## src/rtl/uart_rx_fifo.sv

```systemverilog
// ---------------------------------------------------------------------------
// uart_rx_fifo
//   UART receiver with mid-bit sampling, configurable frame format and a
//   first-word-fall-through receive FIFO with sticky error flags.
//
// Ports
//   clk         system clock, rising edge
//   clr         synchronous active-low reset
//   RxD         asynchronous serial input, idle high
//   rd_en       pop the head entry (ignored when empty)
//   err_clr     clear FE/PE/OE (a same-cycle set wins)
//   rx_data     head FIFO entry, 0 when empty
//   rdrf        FIFO not empty
//   fifo_count  number of valid entries
//   FE/PE/OE    sticky framing / parity / overrun flags
//
// Pop handshake: rdrf is the valid, rd_en is the ready; an entry leaves the
// FIFO on a rising edge where both are high. rd_en while rdrf=0 is a no-op.
// ---------------------------------------------------------------------------
module uart_rx_fifo #(
    parameter int DATA_BITS    = 8,
    parameter int CLKS_PER_BIT = 16,
    parameter int PARITY       = 0,
    parameter int STOP_BITS    = 1,
    parameter int FIFO_DEPTH   = 4
) (
    input  logic                          clk,
    input  logic                          clr,
    input  logic                          RxD,
    input  logic                          rd_en,
    input  logic                          err_clr,
    output logic [DATA_BITS-1:0]          rx_data,
    output logic                          rdrf,
    output logic [$clog2(FIFO_DEPTH):0]   fifo_count,
    output logic                          FE,
    output logic                          PE,
    output logic                          OE
);

    localparam int CW = $clog2(CLKS_PER_BIT);
    localparam int AW = $clog2(FIFO_DEPTH);
    localparam int BW = 4;

    localparam logic [CW-1:0] HALF_BIT  = CW'(CLKS_PER_BIT / 2 - 1);
    localparam logic [CW-1:0] FULL_BIT  = CW'(CLKS_PER_BIT - 1);
    localparam logic [BW-1:0] LAST_DATA = BW'(DATA_BITS - 1);
    localparam logic [BW-1:0] LAST_STOP = BW'(STOP_BITS - 1);
    localparam logic [AW:0]   DEPTH     = (AW + 1)'(FIFO_DEPTH);

    typedef enum logic [2:0] {
        S_IDLE, S_START, S_DATA, S_PARITY, S_STOP, S_WAIT_IDLE
    } state_t;

    // Receiver state; 'state' is the observation point for the FSM.
    state_t               state, state_n;
    logic [CW-1:0]        cnt, cnt_n;
    logic [BW-1:0]        bit_idx, bit_idx_n;
    logic [DATA_BITS-1:0] shreg, shreg_n;
    logic                 par_bad, par_bad_n;
    logic                 push_req, set_fe;

    logic rx_meta, rxs;

    // FIFO storage
    logic [DATA_BITS-1:0] mem [FIFO_DEPTH];
    logic [AW-1:0]        wptr, rptr;
    logic [AW:0]          count;
    logic                 full, pop, wr, set_oe, set_pe;
    logic                 expire;

    // Two-flop synchroniser; resets to the idle level so reset never looks
    // like a start bit.
    always_ff @(posedge clk) begin
        if (!clr) begin
            rx_meta <= 1'b1;
            rxs     <= 1'b1;
        end else begin
            rx_meta <= RxD;
            rxs     <= rx_meta;
        end
    end

    assign expire = (cnt == '0);

    always_comb begin
        state_n   = state;
        cnt_n     = cnt;
        bit_idx_n = bit_idx;
        shreg_n   = shreg;
        par_bad_n = par_bad;
        push_req  = 1'b0;
        set_fe    = 1'b0;
        case (state)
            S_IDLE: begin
                if (!rxs) begin
                    cnt_n   = HALF_BIT;
                    state_n = S_START;
                end
            end
            S_START: begin
                if (!expire) begin
                    cnt_n = cnt - 1'b1;
                end else if (rxs) begin
                    state_n = S_IDLE;   // glitch, not a real start bit
                end else begin
                    cnt_n     = FULL_BIT;
                    bit_idx_n = '0;
                    par_bad_n = 1'b0;
                    state_n   = S_DATA;
                end
            end
            S_DATA: begin
                if (!expire) begin
                    cnt_n = cnt - 1'b1;
                end else begin
                    // LSB arrives first and ends up in bit 0 after DATA_BITS shifts
                    shreg_n = {rxs, shreg[DATA_BITS-1:1]};
                    cnt_n   = FULL_BIT;
                    if (bit_idx == LAST_DATA) begin
                        bit_idx_n = '0;
                        state_n   = (PARITY != 0) ? S_PARITY : S_STOP;
                    end else begin
                        bit_idx_n = bit_idx + 1'b1;
                    end
                end
            end
            S_PARITY: begin
                if (!expire) begin
                    cnt_n = cnt - 1'b1;
                end else begin
                    par_bad_n = (PARITY == 1) ? ~(^shreg ^ rxs) : (^shreg ^ rxs);
                    cnt_n     = FULL_BIT;
                    state_n   = S_STOP;
                end
            end
            S_STOP: begin
                if (!expire) begin
                    cnt_n = cnt - 1'b1;
                end else begin
                    cnt_n = FULL_BIT;
                    if (!rxs) begin
                        set_fe  = 1'b1;
                        state_n = S_WAIT_IDLE;
                    end else if (bit_idx == LAST_STOP) begin
                        push_req = 1'b1;
                        state_n  = S_IDLE;
                    end else begin
                        bit_idx_n = bit_idx + 1'b1;
                    end
                end
            end
            S_WAIT_IDLE: begin
                // Held-low line (break) yields one FE, then waits for idle.
                if (rxs) state_n = S_IDLE;
            end
            default: state_n = S_IDLE;
        endcase
    end

    always_ff @(posedge clk) begin
        if (!clr) begin
            state   <= S_IDLE;
            cnt     <= '0;
            bit_idx <= '0;
            shreg   <= '0;
            par_bad <= 1'b0;
        end else begin
            state   <= state_n;
            cnt     <= cnt_n;
            bit_idx <= bit_idx_n;
            shreg   <= shreg_n;
            par_bad <= par_bad_n;
        end
    end

    // A full FIFO still accepts the frame when the head is popped in the
    // same cycle.
    assign full   = (count == DEPTH);
    assign pop    = rd_en && (count != '0);
    assign wr     = push_req && (!full || rd_en);
    assign set_oe = push_req && full && !rd_en;
    assign set_pe = wr && par_bad;

    always_ff @(posedge clk) begin
        if (wr) mem[wptr] <= shreg;
    end

    always_ff @(posedge clk) begin
        if (!clr) begin
            wptr  <= '0;
            rptr  <= '0;
            count <= '0;
            FE    <= 1'b0;
            PE    <= 1'b0;
            OE    <= 1'b0;
        end else begin
            if (wr)  wptr <= wptr + 1'b1;
            if (pop) rptr <= rptr + 1'b1;
            case ({wr, pop})
                2'b10:   count <= count + 1'b1;
                2'b01:   count <= count - 1'b1;
                default: count <= count;
            endcase
            FE <= set_fe | (FE & ~err_clr);
            PE <= set_pe | (PE & ~err_clr);
            OE <= set_oe | (OE & ~err_clr);
        end
    end

    assign rx_data    = (count == '0) ? '0 : mem[rptr];
    assign rdrf       = (count != '0);
    assign fifo_count = count;

endmodule
```

## config.mk

```make
export PLATFORM = sky130hd
export DESIGN_NAME = uart_rx_fifo
export DESIGN_NICKNAME = d
export VERILOG_FILES = /design/src/rtl/uart_rx_fifo.sv
export SDC_FILE = /design/constraint.sdc
export NUM_CORES = 1
export LEC_CHECK = 0
export CORE_MARGIN = 1
export CORE_UTILIZATION = 45
export CTS_CLUSTER_DIAMETER = 50
export DETAILED_ROUTE_END_ITERATION = 16
export GPL_ROUTABILITY_DRIVEN = 1
export PLACE_DENSITY_LB_ADDON = 0.12
export SYNTH_ARGS = -nofsm -noshare
export SYNTH_HDL_FRONTEND = slang
export SYNTH_SLANG_ARGS = --single-unit
```

## constraint.sdc

```tcl
create_clock -name clk -period 7.43 [get_ports clk]
set_input_delay 2.229 -clock clk [delete_from_list [all_inputs] [get_ports clk]]
set_output_delay 2.229 -clock clk [all_outputs]
set_load 0.02 [all_outputs]
```

==> flow_metrics.tcl <==
set metrics [dict create \
    status "complete, no violations" \
    tightest_slew_ns 0.7179 \
    end_kind "output port" \
    drc 0 \
    power.leakage_nw 1.206 \
    r2r_start "cnt[0]" \
    power_switching_uw 163.9 \
    synth_nets 270 \
    vias 1882 \
    finalSetupViolCount 0 \
    clk_latency_ns 0.34 \
    rr_endpoint "fifo_count[2]" \
    critPathTopFamily "flip-flops" \
    required_ns 5.20 \
    io_buffers 19 \
    wirelength_um 5173 \
    numCtsBuffers 9 \
    synth.avg_cell_area_um2 11.68 \
    layout_common_cells "34 x dfxtp_1, 32 x edfxtp_1, 24 x nor2_1" \
    ys_seq_elements 66 \
    internal_power_uw 549.0 \
    rrSetupSlack_ns 4.77 \
    grt_max_degree 22 \
    min_to "rxs" \
    min_path_type "flip-flop to flip-flop" \
    startpoint_type "flip-flop" \
    pwr-share-clk 0.413 \
    combPwrFrac 0.047 \
    synth_cell_types 41 \
    fin_tns_setup_ns 0 \
    cp.arrival_ns 2.26 \
    fin_crit_ns 4.494 \
    core_area_um2 6386 \
    dr.pass1.iters 4 \
    clock_sinks 66 \
    wl_per_cell_um 14.53 \
    path_cells "mux4_2 -> and2_1 -> clkdlybuf4s50_1" \
    hpwlAfterDp_um 3371 \
    initial_core_util 0.4665 \
    seq_area_frac_synth 0.5510 \
    drive_above_1_share 0.1004 \
    fmax_mhz 222.5 \
    grt_overflow 0 \
    io_pins 20 \
    worstSetupPathType "flip-flop to output port" \
    die_area_um2 6950 \
    cts_tree "yes" \
    p_per_area_nw_per_um2 209.2 \
    yosysWarnings 0 \
    worstPathMaxFanout 8 \
    grt_usage 0.1628 \
    drv_slew 0 \
    antenna_found_initial 0 \
    reg2reg_depth 13 \
    die_h_um 83.37 \
    nets 289 \
    final_antenna_net_count 0 \
    chipWidth_um 83.37 \
    area.growth.synth_to_final_pct 14.41 \
    grt_pass1_vias 1786 \
    final.period_utilization 0.6048 \
    final_common_cell "dfxtp_1" \
    rows 29 \
    power.total_uw 713.0 \
    switching_share 0.2299 \
    pwr-share-seq 0.540 \
    hold_buffers 0 \
    postCtsSetupBuffers 0 \
    cts-root-buf "clkbuf_8" \
    cts_resized 0 \
    fillers 554 \
    whs_path_depth 1 \
    slowest_delay_ns 0.67 \
    synthCells 255 \
    peakVddDrop_mv 0.1302 \
    min_from "rx_meta" \
    drt_iter0_markers 90 \
    grt_pass1_wl_um 8562 \
    cpMaxStageDelayCell "dfxtp_1" \
    clkTransAtPathRegs_ns 0.07 \
    hold_violations 0 \
    grt_setup_unrepaired "no" \
    gp_congestion 0.7450 \
    maxSlewHeadroom 0.5209 \
    maxCapViolations 0 \
    path_buf_inv 1 \
    finalClockSkew_ns 0.007435 \
    syn_area_um2 2979 \
    h-tree-depth 3 \
    vias_per_cell 5.287 \
    max-clock-path-buffers 2 \
    n_antenna_cell 0 \
]
power groups by stage:
stage	clock network, mW	logic (mW)	registers, mW
after global routing	0.320	0.0376	0.385
after detailed placement	0	0.0336	0.393
after floorplan	0	0.0257	0.391
after global placement	0	0.0332	0.393
after CTS	0.304	0.0338	0.385
final	0.295	0.0337	0.385
cells in the mapped netlist, drive strengths merged:
library cell | number | area, µm²
o21a | 2 | 15.01
a311oi | 2 | 23.77
fa | 1 | 20.02
ha | 9 | 112.6
a31o | 1 | 8.760
a32oi | 1 | 8.760
o31ai | 3 | 22.52
nand2 | 9 | 33.78
inv | 14 | 52.55
o2111a | 1 | 11.26
dfxtp | 34 | 680.7
nor3b | 5 | 37.54
o22ai | 4 | 25.02
nor4b | 1 | 8.760
xnor2 | 10 | 87.58
edfxtp | 32 | 960.9
mux4 | 8 | 180.2
a21oi | 10 | 50.05
buf | 5 | 31.28
nand3b | 1 | 7.510
nand2b | 6 | 37.54
xor2 | 4 | 35.03
nor3 | 1 | 5.000
or3 | 3 | 18.77
and2 | 15 | 93.84
nand4 | 2 | 12.51
nand3 | 7 | 35.03
nor2b | 8 | 50.05
a31oi | 3 | 18.77
mux2i | 9 | 90.09
or3b | 2 | 20.02
o21ai | 6 | 30.03
clkbuf | 7 | 26.28
nand4b | 1 | 8.760
nor2 | 25 | 96.35
a21boi | 2 | 15.01
a21o | 1 | 7.510
logic make-up (layout without fill, tap and decap cells):
logic type,after synthesis,after routing,share of synthesized area
adder cells (fa/ha/maj),10,10,0.04452
AND/OR/NAND/NOR,86,86,0.1562
multiplexers,17,17,0.09072
buffers and inverters,26,50,0.03696
flip-flops,66,66,0.5510
AO/OA/AOI/OAI,36,36,0.07938
XOR/XNOR,14,14,0.04116
sequential cells by signal, indices dropped and copies added, names as in the netlist, named ones only:
signal,cells
FE,1
rptr,2
rxs,1
PE,1
wptr,2
rx_meta,1
shreg,8
OE,1
bit_idx,4
par_bad,1
cnt,4
mem,32
fifo_count,3
state,3
layer usage:
layer	track usage	vias up	share of wire
li1	-	944	-
met1	0.1914	906	0.47
met2	0.2653	24	0.48
met3	0.06660	8	0.034
met4	0.06426	0	0.015
met5	0	-	0
metrics by stage:
stage                       util  cells  setup WS (ns)  area [µm²]  hold WS (ns)
after floorplan                -    255          3.401        2979        0.3863
after global placement    0.5035    340          2.862        3216        0.3922
after detailed placement  0.5035    340          2.758        3216        0.3996
after CTS                 0.5337    356          2.863        3408        0.4180
after global routing      0.5337    356          2.758        3408        0.4503
final                     0.5337    356          2.936        3408        0.4112
cell type report:
cell class                      count  area [µm²]  share of cell area
Clock buffer                        9       123.9             0.03634
Clock inverter                      7       68.82             0.02019
Inverter                           14       52.55             0.01542
Multi-Input combinational cell    163        1227              0.3601
Sequential cell                    66        1642              0.4816
Tap cell                           77       96.34             0.02827
Timing Repair Buffer               20       197.7             0.05800
how the worst max path moves through the flow:
stage / from / end / slack [ns] / cells after the start
finish: flip-flop / rx_data[0] / 2.94 / 3
global route: flip-flop / rx_data[0] / 2.76 / 3
CTS: flip-flop / rx_data[0] / 2.86 / 3
detailed placement: rd_en / fifo_count[2] / 2.76 / 10
global placement: rd_en / fifo_count[2] / 2.86 / 10
floorplan: rd_en / fifo_count[2] / 3.40 / 9
Note: power is estimated with default switching activity, not from simulation.
